<file path="src/rtl/counter_pkg.sv">
// Shared constants and helpers for the counter family: direction encoding
// and a constant-foldable ceil(log2) used to size the prescaler phase register.
package counter_pkg;

   localparam logic DIR_UP   = 1'b1;
   localparam logic DIR_DOWN = 1'b0;

   // Bits needed to hold values 0..value-1; returns at least 1.
   function automatic int clog2(input int value);
      int result;
      result = 1;
      for (int k = 1; k < 31; k++) begin
         if ((1 << k) < value) result = k + 1;
      end
      return result;
   endfunction

endpackage

</file>
<file path="src/rtl/counter_prescaler.sv">
// Clock-enable prescaler: emits one tick every DIV enabled cycles.
// The phase holds while en is low and restarts from zero on rst or clr.
module counter_prescaler
   import counter_pkg::*;
#(
   parameter int DIV = 1
) (
   input  logic clk,
   input  logic rst,
   input  logic en,
   input  logic clr,
   output logic tick
);

   generate
      if (DIV <= 1) begin : g_passthru
         // No phase to keep: every enabled cycle is a tick.
         logic w_unused;
         assign w_unused = &{1'b0, clk, rst, clr};
         assign tick     = en;
      end else begin : g_divide
         localparam int PW = clog2(DIV);
         localparam logic [PW-1:0] LAST = PW'(DIV - 1);

         logic [PW-1:0] r_phase;
         logic          w_last;

         assign w_last = (r_phase == LAST);
         assign tick   = en && w_last;

         always_ff @(posedge clk) begin
            if (rst || clr) begin
               r_phase <= '0;
            end else if (en) begin
               r_phase <= w_last ? '0 : r_phase + 1'b1;
            end
         end
      end
   endgenerate

endmodule

</file>
<file path="src/rtl/mod_updown_counter.sv">
// Parametrised up/down modulo counter with load, enable prescaler, tc and wrap.
// Define MOD_UPDOWN_COUNTER_SATURATE_EN to hold at the terminal value instead of wrapping.
module mod_updown_counter
   import counter_pkg::*;
#(
   parameter int WIDTH = 4,
   parameter int MAX   = 2**WIDTH - 1,
   parameter int DIV   = 1
) (
   input  logic             clk,
   input  logic             rst,
   input  logic             en,
   input  logic             up,
   input  logic             load,
   input  logic [WIDTH-1:0] load_val,
   output logic [WIDTH-1:0] count,
   output logic             tc,
   output logic             wrap
);

   localparam logic [WIDTH-1:0] MAX_V = WIDTH'(MAX);

   logic [WIDTH-1:0] r_count;
   logic             r_wrap;
   logic             w_tick;
   logic             w_tc;
   logic [WIDTH-1:0] w_load_clamped;
   logic [WIDTH-1:0] w_step_count;
   logic             w_step_wrap;

   counter_prescaler #(
      .DIV (DIV)
   ) u_prescaler (
      .clk  (clk),
      .rst  (rst),
      .en   (en),
      .clr  (load),
      .tick (w_tick)
   );

   // Terminal value depends on the current direction, so tc tracks up immediately.
   assign w_tc           = (up == DIR_UP) ? (r_count == MAX_V) : (r_count == '0);
   assign w_load_clamped = (load_val > MAX_V) ? MAX_V : load_val;

   always_comb begin
      w_step_count = r_count;
      w_step_wrap  = 1'b0;
      if (w_tc) begin
`ifdef MOD_UPDOWN_COUNTER_SATURATE_EN
         w_step_count = r_count;
         w_step_wrap  = 1'b0;
`else
         w_step_count = (up == DIR_UP) ? '0 : MAX_V;
         w_step_wrap  = 1'b1;
`endif
      end else if (up == DIR_UP) begin
         w_step_count = r_count + 1'b1;
      end else begin
         w_step_count = r_count - 1'b1;
      end
   end

   always_ff @(posedge clk) begin
      if (rst) begin
         r_count <= '0;
         r_wrap  <= 1'b0;
      end else if (load) begin
         r_count <= w_load_clamped;
         r_wrap  <= 1'b0;
      end else if (w_tick) begin
         r_count <= w_step_count;
         r_wrap  <= w_step_wrap;
      end else begin
         r_wrap  <= 1'b0;
      end
   end

   assign count = r_count;
   assign wrap  = r_wrap;
   assign tc    = w_tc;

endmodule

</file>
<file path="config.mk">
export PLATFORM = sky130hd
export DESIGN_NAME = mod_updown_counter
export DESIGN_NICKNAME = d
export VERILOG_FILES = /design/src/rtl/counter_pkg.sv /design/src/rtl/counter_prescaler.sv /design/src/rtl/mod_updown_counter.sv
export SDC_FILE = /design/constraint.sdc
export NUM_CORES = 1
export LEC_CHECK = 0
export CAP_MARGIN = 15
export CORE_AREA = 2 2 39 41
export CTS_BUF_LIST = sky130_fd_sc_hd__clkbuf_16
export CTS_CLUSTER_DIAMETER = 80
export DETAILED_ROUTE_END_ITERATION = 8
export DIE_AREA = 0 0 41 43
export GPL_ROUTABILITY_DRIVEN = 0
export PLACE_DENSITY = 0.55
export SYNTH_ARGS = -nofsm -noshare
export SYNTH_HDL_FRONTEND = slang
export SYNTH_SLANG_ARGS = --single-unit
</file>
<file path="constraint.sdc">
create_clock -name clk -period 1.8 [get_ports clk]
set_clock_uncertainty 0.1 [all_clocks]
set_input_delay 0.54 -clock clk [delete_from_list [all_inputs] [get_ports clk]]
set_output_delay 0.54 -clock clk [all_outputs]
set_load 0.01 [all_outputs]
</file>
==> impl_metrics.toml <==
[finish]
drive_above_1_share = 0.314
layout_common_cells = "buf_4, clkdlybuf4s50_1, nor2_1, dfxtp_1, dlygate4sd2_1"
diodes = 0
layout_commonest_cell = "buf_4"
fin_nets = 83
final_area_um2 = 654
synthToLayoutAreaGrowth_pct = 88.1

[power_and_ir_drop]
switchingPower_w = 0.000141
ir_worst_vdd_mv = 0.472
leakagePower_nw = 0.312
fin_total_pwr_w = 0.000638
swShare = 0.221
pwr-share-clk = 0.561
p_int_w = 0.000497
combPwrFrac = 0.237
power.density_nw_per_um2 = 975
seq_power_share = 0.202

[route]
avgViaCountPerCell = 4.45
ant_nets = 0
drc = 0
drt-initial-drc-count = 0
via_count = 383
firstDrtPassIters = 1
wl_per_cell_um = 9.76
wl_um = 839

[floorplan]
core_um2 = 1380
rows = 14
ios = 15
start_util = 0.251
die_w_um = 41
dieArea_um2 = 1760
die-height_um = 43

[global_route]
antenna_found_initial = 0
grt_usage = 0.133
grt_max_degree = 6
first_global_vias = 376
grt_pass1_wl_mm = 1.52
grt_overflow = 0

[timing]
setup_viol = 1
tightestPinTransition_ns = 0.224
period_share = 1.10
max_freq_ghz = 0.507
holdWs_ns = 0.518
grt_setup_unrepaired = "true"
hold_viol = 0
timing.final.ws_setup_ns = -0.174
fin_crit_ns = 1.97
drv_slew = 0
slew-limit-headroom = 0.850

[clocking]
clkSinkCount = 5
clkTransAtPathRegs_ns = 0.03
cts_buffer_depth = 2
root_buffer = "clkbuf_16"
tritoncts = "done"
insertion_delay_ns = 0.22
ctsHoldBuffers = 0
htreeDepth = 1
numCtsBuffers = 3

[synthesis]
syn_inst = 43
syn_nets = 55
synth.distinct_cells = 22
syn-cell-area_um2 = 348
yosysWarnings = 0
synth_seq_cells = 5
avgSynthCellArea_um2 = 8.09
yosysSeqAreaShare = 0.288

[setup_path]
path_max_fanout = 2
cp.arrival_ns = 1.33
reg2reg_from = "count[1]"
crit_start = "count[0]"
worst-setup-path-type = "flip-flop to output pin"
critical_path_required_ns = 1.16
start_kind = "flip-flop"
cp-end-kind = "output pin"

[placed_design]
place_hpwl_um = 680
placed_area_um2 = 578
io_buffers = 14
dp_slack_ns = -0.913

[hold_path]
min_path_type = "flip-flop to flip-flop"
hold_start = "count[2]"

[status]
outcome = "finished, violations left"
violations = "setup timing"

[run]
maxCapViolations = 0
-- sequential cells by signal, summed over array words and instances (netlist names) --
register,cells
count,4
wrap,1
-- Yosys cell counts --
library cell	count	area share
a211oi_1	2	0.043
nand2_1	3	0.032
a21o_2	1	0.025
o21ai_0	2	0.029
nand2b_1	1	0.018
xor2_1	2	0.050
inv_1	1	0.011
o21ai_2	1	0.025
xnor2_1	2	0.050
nor2_1	7	0.076
dfxtp_1	5	0.29
a21oi_1	4	0.058
buf_2	1	0.014
nand3_1	1	0.014
nor3_1	2	0.029
nor2_2	1	0.018
ha_1	2	0.072
nor3b_1	1	0.022
and3_1	1	0.018
nor2b_1	1	0.018
fa_1	1	0.058
or4_4	1	0.032
-- power by group through the flow --
stage	clock [W]	combinational, W	sequential [W]
2_1_floorplan	0	0.0000647	0.000142
3_3_place_gp	0	0.000161	0.000130
3_5_place_dp	0	0.000160	0.000130
4_1_cts	0.000365	0.000152	0.000128
5_1_grt	0.000380	0.000168	0.000131
6_report	0.000358	0.000151	0.000129
-- per-layer routing --
layer,GRT usage,share of wire,up-vias
met1,0.175,0.47,165
met5,0,0,-
li1,-,-,203
met2,0.169,0.43,13
met4,0.0800,0.018,0
met3,0.0628,0.083,2
-- metrics by stage --
stage	util	std cells	setup TNS [ns]
after global routing	0.473	86	-0.231
after detailed placement	0.418	82	-2.44
after floorplan	-	43	0
after global placement	0.418	82	-2.43
final	0.473	86	-0.174
after CTS	0.469	86	-0.247
-- kinds of logic after synthesis --
| kind of cell | count (synthesis) | synth area share |
|---|---|---|
| buffers and inverters | 2 | 0.0252 |
| AND/OR/NAND/NOR | 19 | 0.277 |
| adder cells (fa/ha/maj) | 3 | 0.129 |
| XOR/XNOR | 4 | 0.101 |
| AO/OA/AOI/OAI | 10 | 0.180 |
| flip-flops | 5 | 0.288 |
-- final cells by class --
cell class,count,area (um^2)
fill,146,729
sequential,5,101
clock buffer,3,75.1
clock inverter,1,5.00
inverter,1,3.75
multi-input combinational,36,243
tap,16,20.0
timing repair buffer,24,206
-- worst max-delay path, cell delays in order, from the launching register on --
cell     delay, ns
dfxtp_2       0.31
or4_4         0.53
o21ai_2       0.13
buf_2         0.14
-- worst paths after layout --
check        cells after the start       end  slack (ns)
max                              3        tc       -0.17
min reg2reg                      2      wrap        0.52
max reg2reg                      6  count[3]        0.28
min                              2      wrap        0.52
-- timing repair --
item / CTS / global route
setup endpoints to repair: 8 / 2
gates resized for setup: 13 / 2
cloned: 0 / 0
setup buffers: 0 / 0
pin swaps: 2 / 2
Power figures use the tool's default switching activity.
